`config.mk`:
```
export PLATFORM = sky130hd
export DESIGN_NAME = wb_port_arbiter_flat
export DESIGN_NICKNAME = d
export VERILOG_FILES = /design/src/rtl/wb_port_arbiter_pkg.sv /design/src/rtl/wb_port_arbiter_if.sv /design/src/rtl/Mux_8to1.sv /design/src/rtl/wb_port_arbiter_rr_pick8.sv /design/src/rtl/wb_port_arbiter.sv /design/src/flat_wrapper.sv
export SDC_FILE = /design/constraint.sdc
export NUM_CORES = 1
export LEC_CHECK = 0
export BUFFER_PORTS_ARGS = -buffer_cell sky130_fd_sc_hd__buf_2
export CORE_AREA = 2 2 126 128
export CTS_BUF_LIST = sky130_fd_sc_hd__clkbuf_8 sky130_fd_sc_hd__clkbuf_16
export DETAILED_ROUTE_END_ITERATION = 6
export DIE_AREA = 0 0 128 130
export PLACE_DENSITY_LB_ADDON = 0.05
export SLEW_MARGIN = 30
export SYNTH_ARGS = -nofsm -noshare
export SYNTH_HDL_FRONTEND = slang
export SYNTH_SLANG_ARGS = --single-unit
```
`constraint.sdc`:
```
create_clock -name clk -period 3.9 [get_ports clk]
set_clock_uncertainty 0.05 [all_clocks]
set_input_delay 0.78 -clock clk [delete_from_list [all_inputs] [get_ports clk]]
set_output_delay 0.78 -clock clk [all_outputs]
set_load 0.05 [all_outputs]
```
`src/rtl/wb_port_arbiter_pkg.sv`:
```
// Shared types and constants for the writeback-port arbiter.
package cpu32b_arb_pkg;

    localparam int NUM_REQ = 8;
    localparam int SEL_W   = 3;

    typedef enum logic {
        IDLE = 1'b0,
        BUSY = 1'b1
    } arb_state_t;

    // Index following s, wrapping 7 -> 0.
    function automatic logic [SEL_W-1:0] ptr_after(input logic [SEL_W-1:0] s);
        return s + SEL_W'(1);
    endfunction

endpackage

```
`src/rtl/wb_port_arbiter_if.sv`:
```
// Requester-side bus of the writeback arbiter: requests, burst data and the
// single shared writeback port.
interface wb_port_arbiter_if #(parameter int DATA_W = 32) ();
    import cpu32b_arb_pkg::*;

    logic [NUM_REQ-1:0]        req_i;
    logic [NUM_REQ-1:0]        last_i;
    logic [NUM_REQ*DATA_W-1:0] data_i;
    logic                      out_ready;
    logic                      out_valid;
    logic [DATA_W-1:0]         out_data;
    logic [SEL_W-1:0]          sel_o;
    logic [NUM_REQ-1:0]        gnt_o;
    logic [NUM_REQ-1:0]        ack_o;
    logic                      err_o;

    modport master (
        output req_i, last_i, data_i, out_ready,
        input  out_valid, out_data, sel_o, gnt_o, ack_o, err_o
    );

    modport slave (
        input  req_i, last_i, data_i, out_ready,
        output out_valid, out_data, sel_o, gnt_o, ack_o, err_o
    );

endinterface

```
`src/rtl/Mux_8to1.sv`:
```
// Plain 8:1 word select.
module Mux_8to1 #(
    parameter int W = 32
) (
    input  logic [8*W-1:0] d,
    input  logic [2:0]     sel,
    output logic [W-1:0]   y
);

    // Pick word sel out of the flattened input.
    always_comb begin
        y = d[32'(sel)*W +: W];
    end

endmodule

```
`src/rtl/wb_port_arbiter_rr_pick8.sv`:
```
// Circular first-set search: first requester at or after ptr, wrapping.
module rr_pick8
    import cpu32b_arb_pkg::*;
(
    input  logic [NUM_REQ-1:0] req,
    input  logic [SEL_W-1:0]   ptr,
    output logic               found,
    output logic [SEL_W-1:0]   idx
);

    // Walk ptr, ptr+1, ... (mod 8) and stop at the first asserted request.
    always_comb begin
        logic [SEL_W-1:0] cand;
        found = 1'b0;
        idx   = ptr;
        cand  = ptr;
        for (int k = 0; k < NUM_REQ; k++) begin
            cand = ptr + SEL_W'(k);
            if (!found && req[cand]) begin
                found = 1'b1;
                idx   = cand;
            end
        end
    end

endmodule

```
`src/rtl/wb_port_arbiter.sv`:
```
// Round-robin arbiter for the shared writeback port.
//
//   state | meaning
//   IDLE  | no grant; arbitrate from ptr over req_i
//   BUSY  | one requester granted; beats move on out_valid & out_ready
//
// A grant is released on its last beat or after MAX_BURST beats; the next
// owner is chosen on the same edge so back-to-back grants have no bubble.
module wb_port_arbiter
    import cpu32b_arb_pkg::*;
#(
    parameter int DATA_W    = 32,
    parameter int MAX_BURST = 4
) (
    input  logic              clk,
    input  logic              rst_n,
    wb_port_arbiter_if.slave  bus
);

    localparam int CNT_W = $clog2(MAX_BURST + 1);
    localparam logic [CNT_W-1:0] CNT_LAST = CNT_W'(MAX_BURST - 1);

    arb_state_t         state_q, state_d;
    logic [NUM_REQ-1:0] gnt_q, gnt_d;
    logic [SEL_W-1:0]   sel_q, sel_d;
    logic [SEL_W-1:0]   ptr_q, ptr_d;
    logic [CNT_W-1:0]   cnt_q, cnt_d;
    logic               valid_q, valid_d;
    logic               err_q, err_d;

    logic               own_req;
    logic               own_last;
    logic               beat_ok;
    logic [NUM_REQ-1:0] pick_req;
    logic [SEL_W-1:0]   pick_ptr;
    logic               pick_found;
    logic [SEL_W-1:0]   pick_idx;
    logic [DATA_W-1:0]  mux_y;

    assign own_req  = bus.req_i[sel_q];
    assign own_last = bus.last_i[sel_q];
    assign beat_ok  = valid_q & bus.out_ready;

    // Arbitration inputs: from ptr when idle; on release from the slot after
    // the owner, with the owner dropped if its burst just finished.
    always_comb begin
        pick_req = bus.req_i;
        pick_ptr = ptr_q;
        if (state_q == BUSY) begin
            pick_ptr = ptr_after(sel_q);
            if (own_last) begin
                pick_req[sel_q] = 1'b0;
            end
        end
    end

    rr_pick8 u_pick (
        .req   (pick_req),
        .ptr   (pick_ptr),
        .found (pick_found),
        .idx   (pick_idx)
    );

    // Next-state logic for grant, pointer, beat count and error flag.
    always_comb begin
        state_d = state_q;
        gnt_d   = gnt_q;
        sel_d   = sel_q;
        ptr_d   = ptr_q;
        cnt_d   = cnt_q;
        valid_d = valid_q;
        err_d   = err_q;
        case (state_q)
            IDLE: begin
                if (pick_found) begin
                    state_d = BUSY;
                    gnt_d   = NUM_REQ'(1) << pick_idx;
                    sel_d   = pick_idx;
                    cnt_d   = '0;
                    valid_d = 1'b1;
                end
            end
            BUSY: begin
                if (!own_req) begin
                    // Owner abandoned its burst: flag it and drop the grant.
                    err_d   = 1'b1;
                    state_d = IDLE;
                    gnt_d   = '0;
                    valid_d = 1'b0;
                    ptr_d   = ptr_after(sel_q);
                    cnt_d   = '0;
                end else if (beat_ok) begin
                    if (own_last || (cnt_q == CNT_LAST)) begin
                        ptr_d = ptr_after(sel_q);
                        cnt_d = '0;
                        if (pick_found) begin
                            gnt_d = NUM_REQ'(1) << pick_idx;
                            sel_d = pick_idx;
                        end else begin
                            state_d = IDLE;
                            gnt_d   = '0;
                            valid_d = 1'b0;
                        end
                    end else begin
                        cnt_d = cnt_q + CNT_W'(1);
                    end
                end
            end
            default: begin
                state_d = IDLE;
                gnt_d   = '0;
                valid_d = 1'b0;
            end
        endcase
    end

    // State and registered outputs.
    always_ff @(posedge clk or negedge rst_n) begin
        if (!rst_n) begin
            state_q <= IDLE;
            gnt_q   <= '0;
            sel_q   <= '0;
            ptr_q   <= '0;
            cnt_q   <= '0;
            valid_q <= 1'b0;
            err_q   <= 1'b0;
        end else begin
            state_q <= state_d;
            gnt_q   <= gnt_d;
            sel_q   <= sel_d;
            ptr_q   <= ptr_d;
            cnt_q   <= cnt_d;
            valid_q <= valid_d;
            err_q   <= err_d;
        end
    end

    Mux_8to1 #(.W(DATA_W)) u_mux (
        .d   (bus.data_i),
        .sel (sel_q),
        .y   (mux_y)
    );

    assign bus.out_valid = valid_q;
    assign bus.out_data  = valid_q ? mux_y : '0;
    assign bus.sel_o     = sel_q;
    assign bus.gnt_o     = gnt_q;
    assign bus.ack_o     = gnt_q & {NUM_REQ{beat_ok}};
    assign bus.err_o     = err_q;

endmodule

```
`src/flat_wrapper.sv`:
```
// flat-port wrapper written by rule: the top's interface ports become plain ports
module wb_port_arbiter_flat import cpu32b_arb_pkg::*;
#(
    parameter int DATA_W    = 32,
    parameter int MAX_BURST = 4
)
  (clk, rst_n, bus_req_i, bus_last_i, bus_data_i, bus_out_ready, bus_out_valid, bus_out_data, bus_sel_o, bus_gnt_o, bus_ack_o, bus_err_o);
  wb_port_arbiter_if #(.DATA_W(DATA_W)) bus_i ();
  input  logic clk;
  input  logic rst_n;
  input wire logic [$bits(bus_i.req_i)-1:0] bus_req_i;
  input wire logic [$bits(bus_i.last_i)-1:0] bus_last_i;
  input wire logic [$bits(bus_i.data_i)-1:0] bus_data_i;
  input wire logic [$bits(bus_i.out_ready)-1:0] bus_out_ready;
  output wire logic [$bits(bus_i.out_valid)-1:0] bus_out_valid;
  output wire logic [$bits(bus_i.out_data)-1:0] bus_out_data;
  output wire logic [$bits(bus_i.sel_o)-1:0] bus_sel_o;
  output wire logic [$bits(bus_i.gnt_o)-1:0] bus_gnt_o;
  output wire logic [$bits(bus_i.ack_o)-1:0] bus_ack_o;
  output wire logic [$bits(bus_i.err_o)-1:0] bus_err_o;
  assign bus_i.req_i = bus_req_i;
  assign bus_i.last_i = bus_last_i;
  assign bus_i.data_i = bus_data_i;
  assign bus_i.out_ready = bus_out_ready;
  assign bus_out_valid = bus_i.out_valid;
  assign bus_out_data = bus_i.out_data;
  assign bus_sel_o = bus_i.sel_o;
  assign bus_gnt_o = bus_i.gnt_o;
  assign bus_ack_o = bus_i.ack_o;
  assign bus_err_o = bus_i.err_o;
  wb_port_arbiter #(.DATA_W(DATA_W), .MAX_BURST(MAX_BURST)) u_core (.clk(clk), .rst_n(rst_n), .bus(bus_i));
endmodule
```
==> impl_metrics.csv <==
group,metric,value,unit
layout,synthToLayoutAreaGrowth,45.1,%
floorplan,num_io_pins,328,
layout,layout-drive-gt1-share,48.6,%
cts,cts_root_buffer,"clkbuf_16",
critical_path,critPathMostFrequentCell,"buf_4",
critical_path,crit_path_cell_trace,"buf_4 -> buf_4 -> nor2b_1 -> a221oi_1 -> a21oi_1 -> o21a_1 -> buf_2",
synth,syn_area_per_cell,8.07,sq um
floorplan,floorplan.die.width,128,um
critical_path,worst-r2r-setup-slack,0.26,ns
critical_path,path_delay_family,"buffers and inverters",
timing,rsz0062_at_grt,"no",
power_and_ir_drop,p_leak,3.24,nW
global_routing,largest_net_degree_at_the_start_of_global_routing,50,
worst_hold_path,whs_path_depth,1,
cts,numClockSinks,20,
timing,fin_crit,3.67,ns
synth,synth_largest_area_cell,"mux2i_1",
timing,actual_slew_at_the_worst_max_slew_pin,0.781,ns
power_and_ir_drop,power_frac_seq,4.7,%
synth,ys_ff_latch,20,
critical_path,setup.worst_path.start_class,"flop",
placed_design,globalplace.congestion,0.898,
timing,fmax,0.272,GHz
routing,detail_route.vias_per_cell,5.49,
timing,endpoints_failing_setup,0,
critical_path,worst-path-buf-inv,3,
critical_path,timing.critical_path.required,3.07,ns
power_and_ir_drop,cellInternalPower,3.25,mW
cts,htreeDepth,1,
routing,drc_errors,0,
global_routing,grt_antenna_before_repair,5,
cts,clock_insertion_delay_worst_skew,0.26,ns
layout,n_fill_cell,1611,
synth,synth-async-reset-ratio,100,%
critical_path,end_kind,"output port",
routing,number_of_search_and_repair_iterations_in_the_first_detailed_routing_pass,5,
synth,synth.top_cell.area_share,19.9,%
cts,cts_tree,"built",
global_routing,global_route.usage.total,25.1,%
power_and_ir_drop,power_density,1240,nW/um^2
critical_path,critical_path_peak_fanout,28,
power_and_ir_drop,power.share.switching,59.8,%
routing,first_iter_violations,325,
outcome,status,"finished clean",
layout,multi_input_area,3790,sq um
power_and_ir_drop,power.share.combinational,92.6,%
placed_design,place.port_buffers,327,
cts,clk_path_buf_depth,2,
critical_path,cp.arrival,2.84,ns
synth,synthesis.area,4480,sq um
synth,ys.warnings.count,0,
floorplan,chipHeight,130,um
synth,ys.flop_type,"dfrtp_1",
cts,numCtsBuffers,3,
floorplan,die-area,16600,sq um
critical_path,reg2reg_depth,13,
placed_design,place_hpwl,18100,um
routing,route.antenna.remaining_nets,0,
worst_hold_path,hold_class,"flop to flop",
critical_path,cp_slowest_cell,"nor2b_1",
timing,final_hold_violations,0,
layout,nNetsFinal,1149,
synth,syn-instance-count,556,
routing,wl_per_cell,20.5,um
power_and_ir_drop,netSwitchingPower,4.83,mW
global_routing,number_of_global_route_vias_before_repair,5702,
timing,timing.max_slew.rel_slack,48.0,%
synth,ys_seq_area_share,11.2,%
cts,clk_transition_reported_paths,0.06,ns
critical_path,critPathMaxStageDelay,0.48,ns
power_and_ir_drop,ir_drop,0.841,mV
floorplan,std_cell_rows,46,
critical_path,setup.worst_path.class,"flop to output port",
critical_path,rr_endpoint,"u_core.bus.gnt_o[2]$_DFFE_PN0P_",
timing,post-route-period-util,94.1,%
routing,vias,5845,
synth,synthesis.nets,836,
synth,synth_edf_count,0,
routing,wire_length_reported_by_the_detailed_router,21800,um
global_routing,wire_length_of_the_first_global_routing_pass,32300,um
floorplan,floorplan.initialDensity,29.1,%
worst_hold_path,holdPathEnd,"u_core.bus.err_o$_DFFE_PN0P_",
floorplan,area_of_the_core,15400,sq um
global_routing,gr-total-overflow,0,
synth,synth.lib_cells_used.distinct,68,
power_and_ir_drop,power.total,8.08,mW
run,timing.max_cap.violations,0,
timing,maxSlewViolCount,0,
layout,area.sequential,507,sq um
synth,synth_top_cells_by_area,"mux2i_1 20%, dfrtp_1 11%, mux2_2 6.3%, mux4_2 5.5%, o22ai_1 5.0%",
worst_hold_path,min-delay-start,"u_core.bus.err_o$_DFFE_PN0P_",
critical_path,r2r-start,"u_core.bus.sel_o[0]$_DFFE_PN0P_",
timing,timing.setup.tns,0,ns
power_and_ir_drop,clockPowerShare,2.7,%
==> Yosys cell counts (all sizes together) (9+ instances only) <==
cell and n:
and3 10, nand2 38, mux2i 90, o21ai 22
o22ai 36, a21oi 22, nand3 15, o21a 25
o211ai 9, mux2 25, mux4 12, clkbuf 26
nor3 11, a22oi 21, nor2 48, dfrtp 20
buf 20
==> stage by stage <==
stage	hold slack, ns	util [%]	area [sq um]	setup slack, ns	instances
after floorplan	0.399	-	4490	0.0361	556
after global placement	0.414	41.3	6370	0.281	1054
after detailed placement	0.420	41.3	6370	0.221	1054
after CTS	0.444	41.8	6440	0.194	1058
after global routing	0.472	42.1	6500	0.0107	1062
final	0.435	42.2	6510	0.230	1065
==> placed cells by master, fill, tap and decap left out, types with 6 or more instances in the layout <==
| cell | n |
|---|---|
| mux2i_1 | 87 |
| o21ai_0 | 21 |
| mux4_2 | 11 |
| o22ai_1 | 36 |
| nand2_1 | 38 |
| o21a_1 | 25 |
| nand2b_1 | 6 |
| inv_1 | 6 |
| mux2_2 | 25 |
| a21oi_1 | 20 |
| o211ai_1 | 9 |
| and3_1 | 10 |
| a21boi_1 | 6 |
| a22oi_1 | 20 |
| buf_4 | 26 |
| nor3_1 | 10 |
| a32o_1 | 6 |
| buf_2 | 327 |
| dfrtp_1 | 17 |
| and2_1 | 6 |
| nand3_1 | 15 |
| nor2_1 | 45 |
| o31ai_1 | 6 |
==> timing repair <==
action                                  in CTS  in global routing
resized for setup                            0                  5
hold buffers                                 0                  0
endpoints found under the setup margin       0                 10
setup buffers                                0                  2
==> metal layers <==
| layer | global-route usage, % | wire length, um |
|---|---|---|
| met2 | 44.3 | 10400 |
| met4 | 3.30 | 202 |
| met1 | 30.3 | 8590 |
| met3 | 8.82 | 2610 |
| met5 | 0 | 0 |
==> flip-flops by register name (all words and copies together), names as in the netlist <==
| name | count |
|---|---|
| u_core.bus.err_o | 1 |
| u_core.cnt_q | 3 |
| u_core.state_q | 1 |
| u_core.bus.sel_o | 3 |
| u_core.ptr_q | 3 |
| u_core.bus.gnt_o | 8 |
| u_core.bus.out_valid | 1 |
==> logic make-up (layout without fill, tap and decap cells) <==
kind of cell             Yosys count  after routing  synth area share (%)
AO/OA/AOI/OAI                    192            192                  31.3
AND/OR/NAND/NOR                  155            155                  17.2
multiplexers                     127            127                  32.8
buffers and inverters             53            365                  4.85
flip-flops                        20             20                  11.2
adder cells (fa/ha/maj)            5              5                  1.40
XOR/XNOR                           4              4                  1.26
other                              0              5                     0
==> worst max path at each step <==
stage          depth (start not counted)                              end                            start  slack [ns]
6_report                               7                  bus_out_data[1]  u_core.bus.sel_o[2]$_DFFE_PN0P_        0.23
5_1_grt                                7                  bus_out_data[1]  u_core.bus.sel_o[2]$_DFFE_PN0P_        0.01
4_1_cts                               13  u_core.bus.gnt_o[2]$_DFFE_PN0P_  u_core.bus.sel_o[0]$_DFFE_PN0P_        0.19
3_5_place_dp                          13  u_core.bus.gnt_o[2]$_DFFE_PN0P_  u_core.bus.sel_o[0]$_DFFE_PN0P_        0.22
3_3_place_gp                          13  u_core.bus.gnt_o[2]$_DFFE_PN0P_  u_core.bus.sel_o[0]$_DFFE_PN0P_        0.28
2_1_floorplan                         13  u_core.bus.gnt_o[2]$_DFFE_PN0P_  u_core.bus.sel_o[0]$_DFFE_PN0P_        0.04
==> power groups by stage <==
stage / Sequential [mW] / Combinational, mW / Clock [mW]
floorplan: 0.457 / 5.26 / 0
global placement: 0.383 / 7.18 / 0
detailed placement: 0.384 / 7.19 / 0
CTS: 0.380 / 7.22 / 0.224
global route: 0.393 / 8.06 / 0.229
finish: 0.379 / 7.48 / 0.220
==> layout make-up <==
class / instances / share of cell area [%]
timing repair buffer: 354 / 28.5
clock buffer: 3 / 1.15
clock inverter: 1 / 0.0577
tap: 192 / 3.69
inverter: 7 / 0.404
antenna: 5 / 0.192
sequential: 20 / 7.79
multi-input combinational: 483 / 58.3
Power figures use the tool's default switching activity.
